File: config.mk
export PLATFORM = sky130hd
export DESIGN_NAME = alu_issue_queue
export DESIGN_NICKNAME = d
export VERILOG_FILES = /design/src/rtl/alu_issue_queue.sv
export SDC_FILE = /design/constraint.sdc
export NUM_CORES = 1
export LEC_CHECK = 0
export CORE_ASPECT_RATIO = 1.75
export CORE_MARGIN = 2
export CORE_UTILIZATION = 50
export DETAILED_ROUTE_END_ITERATION = 8
export GPL_ROUTABILITY_DRIVEN = 0
export PLACE_DENSITY = 0.7
export SKIP_CTS_REPAIR_TIMING = 1
export SYNTH_ARGS = -nofsm -noshare
export SYNTH_HDL_FRONTEND = slang
export SYNTH_SLANG_ARGS = --single-unit
File: constraint.sdc
create_clock -name clk -period 7 [get_ports clk]
set_input_delay 1.4 -clock clk [delete_from_list [all_inputs] [get_ports clk]]
set_output_delay 1.4 -clock clk [all_outputs]
set_load 0.01 [all_outputs]
File: src/rtl/alu_issue_queue.sv
// alu_issue_queue: in-order ALU issue FIFO with in-flight tracking and last-result forwarding
package p_alu;
    typedef struct packed {
        logic [3:0] op;
        logic       sub;
        logic       word;
    } s_control;
endpackage

module alu_issue_queue #(
    parameter int WIDTH        = 32,
    parameter int DEPTH        = 4,
    parameter int MAX_INFLIGHT = 2
) (
    input  logic                   clk,
    input  logic                   rst_n,
    input  logic                   flush,
    input  logic                   in_valid,
    output logic                   in_ready,
    input  p_alu::s_control        in_ctrl,
    input  logic [WIDTH-1:0]       in_a,
    input  logic [WIDTH-1:0]       in_b,
    input  logic                   in_fwd_a,
    input  logic                   in_fwd_b,
    output logic                   out_valid,
    input  logic                   out_ready,
    output p_alu::s_control        out_ctrl,
    output logic [WIDTH-1:0]       out_a,
    output logic [WIDTH-1:0]       out_b,
    input  logic                   res_valid,
    input  logic [WIDTH-1:0]       res_data,
    output logic [$clog2(DEPTH):0] count,
    output logic                   err
);
    localparam int AW = $clog2(DEPTH);
    localparam int CW = AW + 1;
    localparam int PW = $clog2(MAX_INFLIGHT + 1);
    localparam logic [CW-1:0] FULL = CW'(DEPTH);
    localparam logic [PW-1:0] PMAX = PW'(MAX_INFLIGHT);

    typedef struct packed {
        p_alu::s_control  ctrl;
        logic [WIDTH-1:0] a;
        logic [WIDTH-1:0] b;
        logic             fwd_a;
        logic             fwd_b;
    } entry_t;

    entry_t           mem_q [DEPTH];
    entry_t           mem_d [DEPTH];
    logic [AW-1:0]    wr_ptr_q, wr_ptr_d, rd_ptr_q, rd_ptr_d;
    logic [CW-1:0]    count_q, count_d;
    logic [PW-1:0]    pending_q, pending_d;
    logic [WIDTH-1:0] last_res_q, last_res_d;
    logic             last_valid_q, last_valid_d, err_q, err_d;
    logic             push, pop, res_ok, head_fwd;
    entry_t           head;

    // A forwarding head may only issue once every older op has returned its result.
    always_comb begin
        head      = mem_q[rd_ptr_q];
        head_fwd  = head.fwd_a || head.fwd_b;
        in_ready  = count_q != FULL;
        out_valid = count_q != '0 && pending_q != PMAX &&
                    (!head_fwd || (pending_q == '0 && last_valid_q));
        out_ctrl  = head.ctrl;
        out_a     = head.fwd_a ? last_res_q : head.a;
        out_b     = head.fwd_b ? last_res_q : head.b;
        count     = count_q;
        err       = err_q;
        push      = in_valid && in_ready && !flush;
        pop       = out_valid && out_ready;
        res_ok    = res_valid && pending_q != '0;
    end

    // Flush only empties storage; in-flight accounting continues since issued ops still return.
    always_comb begin
        mem_d = mem_q;
        if (push)
            mem_d[wr_ptr_q] = '{ctrl: in_ctrl, a: in_a, b: in_b, fwd_a: in_fwd_a, fwd_b: in_fwd_b};
        wr_ptr_d     = flush ? '0 : wr_ptr_q + AW'(push);
        rd_ptr_d     = flush ? '0 : rd_ptr_q + AW'(pop);
        count_d      = flush ? '0 : count_q + CW'(push) - CW'(pop);
        pending_d    = pending_q + PW'(pop) - PW'(res_ok);
        last_res_d   = res_ok ? res_data : last_res_q;
        last_valid_d = last_valid_q || res_ok;
        err_d        = err_q || (res_valid && pending_q == '0 && !pop);
    end

    always_ff @(posedge clk or negedge rst_n) begin
        if (!rst_n) begin
            mem_q        <= '{default: '0};
            wr_ptr_q     <= '0;
            rd_ptr_q     <= '0;
            count_q      <= '0;
            pending_q    <= '0;
            last_res_q   <= '0;
            last_valid_q <= 1'b0;
            err_q        <= 1'b0;
        end else begin
            mem_q        <= mem_d;
            wr_ptr_q     <= wr_ptr_d;
            rd_ptr_q     <= rd_ptr_d;
            count_q      <= count_d;
            pending_q    <= pending_d;
            last_res_q   <= last_res_d;
            last_valid_q <= last_valid_d;
            err_q        <= err_d;
        end
    end
endmodule

==> results by group <==
Outcome
  – Status: completed

STA
  – Hold_ws: around 0.49 ns
  – Relative max-transition margin: 0.273
  – Worst Max-Slew Pin Slew: about 1.1 ns
  – RSZ-0062 raised after global routing: no
  – Max Freq: a little under 200 MHz
  – Period utilization: 0.726
  – TNS Setup: 0 ns
  – Final hold vios: 0
  – Final Critical Period: 5.08 ns
  – Slew Viols, Final: 0
  – Worst Clk Skew: 0.00956 ns
  – Final number of setup-violating endpoints: 0

Setup path
  – Worst path slowest cell: dfrtp_4
  – Crit path DAT: approximately 3.7 ns
  – Critical Path Start Type: register
  – CP peak stage delay: between 0.9 and 1 ns
  – Reg2reg end: count[2]
  – Critical path endpoint category: output pin
  – Crit Path Max Fanout: 38
  – Worst R2R Setup Slack: roughly 2.9 ns
  – Worst EP required: ~5.6 ns
  – Crit path kind: reg -> out
  – FF-to-FF Start: rd_ptr_q[0]
  – R2R cell count: 11
  – Worst-path cell chain: buf_4 > mux4_2 > mux2_2 > clkdlybuf4s50_1

Floorplanning
  – Core Box Area: just under 30000 µm²
  – Die X: 135 µm
  – IO Count: ~190
  – Starting density of the core: 0.508
  – Die Height: around 230 µm
  – Row cnt: slightly above 80
  – Total die area: between 30000 and 40000 µm²

Place
  – Port buffer count: approximately 190
  – HPWL after DPL: between 15 and 20 mm

Clock network
  – Clk sinks: between 300 and 400
  – Clk_lat worst skew: between 0.5 and 0.6 ns
  – CTS root buf: clkbuf_16
  – Num CTS Buffers: 30
  – Max clock buf depth: 3
  – Clock Pin Slew Worst Setup and Hold Paths: 0.07 ns
  – CTS tree: done
  – H-tree depth: 1

Synthesis
  – Ys async rst share: 1.00
  – Yosys cell types: 30
  – Top-area cell type share of the netlist area: 0.555
  – Post-Syn Nets: roughly 1000
  – Register bit total from synthesis: roughly 330
  – Number of enable flip-flop cells after synthesis: 0
  – YS warnings: 0
  – Cell count after synthesis: a little under 900
  – Prevailing post-synth register cell: dfrtp_1
  – Post-synthesis sequential area ratio: 0.555
  – Post-synth top area cell: dfrtp_1
  – Synth top area cells: dfrtp_1, mux2_2, mux4_2
  – Post-Syn Area: roughly 15000 µm²
  – Syn_area_per_cell: ~17 µm²

Pwr
  – Psw: ~0.0021 W
  – Clock share of power: 0.243
  – PD cells: approximately 420 nW/µm²
  – Int Power: between 0.005 and 0.006 W
  – Tot Pwr: about 0.0076 W
  – Comb pwr share: 0.367
  – Leak Pwr: between 7 and 8 nW
  – Switching share of power: 0.277
  – Seq pwr share: 0.390
  – Worst IR drop on VDD: ~0.00024 V

GRT
  – Congestion Overflow GR: 0
  – Antenna violations before repair: 2
  – Vias in the first global route: between 9000 and 10000
  – First-pass GRT wire length: roughly 50 mm
  – Global-route usage over all layers: 0.209
  – Largest net degree at the start of global routing: approximately 160

Route
  – Post-route ant nets: 0
  – Final wirelength: approximately 32 mm
  – DRT iter0 DRCs: 274
  – Drt first pass iters: 4
  – DRC errors left: 0
  – Post-DR wirelength/cell: approximately 22 µm
  – Vias: roughly 8200
  – Routed vias/inst: about 5.6

Cells and area
  – # nets final: around 1200
  – Most common cell after layout, fill and taps aside: mux2_2
  – Most frequent cells in the layout: mux2_2, dfrtp_1, clkdlybuf4s50_1, mux4_2, clkbuf_16
  – Share of cells above drive strength 1: 0.474
  – Layout Area Growth over Synthesis: 22.1%

Hold path
  – Hold EP: mem_q[242]
  – Hold path depth: 1
  – Hold path startpoint: mem_q[242]
  – Hold crit path type: reg -> reg

Run
  – Max Cap Viol: 0
-- registers in the layout, indices dropped and copies added, names as in the netlist --
signal / cells
mem_q: 288
last_res_q: 32
count: 3
pending_q: 2
rd_ptr_q: 2
wr_ptr_q: 2
err: 1
last_valid_q: 1
-- cell families after synthesis --
kind of cell / share of synthesized area
mux: 0.398
compound gates: 0.00218
buf+inv: 0.0231
fa+ha+maj: 0.00637
flops: 0.555
simple gates: 0.0122
xor+xnor: 0.00293
-- worst max-delay path, delay by kind of cell (launching register included) --
kind / cells / cell delay [ns]
buf+inv: 2 / 1.25
flops: 1 / 0.91
mux: 2 / 0.90
-- cell type report --
type | count | area [µm²]
Inverter | 6 | 22.5
Tap cell | 382 | 478
Timing Repair Buffer | 197 | 1960
Fill cell | 2241 | 11200
Clock buffer | 40 | 870
Antenna cell | 3 | 7.51
Sequential cell | 331 | 8290
Multi-Input combinational cell | 500 | 6340
Clock inverter | 16 | 260
-- Yosys cell counts (3+ instances only) --
cell	instances
nor4b_1	3
buf_2	26
nor2b_1	3
mux4_2	72
buf_4	21
mux2_2	370
clkbuf_1	9
xnor2_1	4
inv_1	6
ha_1	6
mux2_1	14
dfrtp_1	331
nor2_1	5
nand2b_1	4
-- stage by stage --
stage	util	instances	setup slack, ns	instance area (µm²)
6_report	0.620	1475	1.92	18200
5_1_grt	0.620	1474	1.63	18200
4_1_cts	0.620	1472	1.77	18200
3_5_place_dp	0.582	1416	2.38	17100
3_3_place_gp	0.582	1416	2.33	17100
2_1_floorplan	-	893	3.71	14900
-- routing by layer --
| layer | global-route usage | wire [µm] |
|---|---|---|
| met5 | 0 | 0 |
| met3 | 0.0261 | 1070 |
| met2 | 0.376 | 17100 |
| met1 | 0.266 | 13100 |
| met4 | 0.0602 | 580 |
-- power by group through the flow --
stage                     registers (W)  logic, W  clock network (W)
after CTS                       0.00297   0.00284            0.00189
after global routing            0.00306   0.00299            0.00196
final                           0.00296   0.00279            0.00185
after detailed placement        0.00301   0.00283                  0
after global placement          0.00297   0.00280                  0
after floorplan                 0.00282   0.00182                  0
-- how the worst max path moves through the flow --
stage / start / end / cells after the start
after floorplan: flush / count[2] / 10
after global placement: rd_ptr_q[0] / out_a[2] / 4
after detailed placement: rd_ptr_q[0] / out_a[2] / 4
after CTS: rd_ptr_q[0] / out_a[2] / 4
after global routing: rd_ptr_q[0] / out_a[28] / 4
final: rd_ptr_q[0] / out_b[27] / 4
No activity file was read; power rests on OpenSTA's default activity.
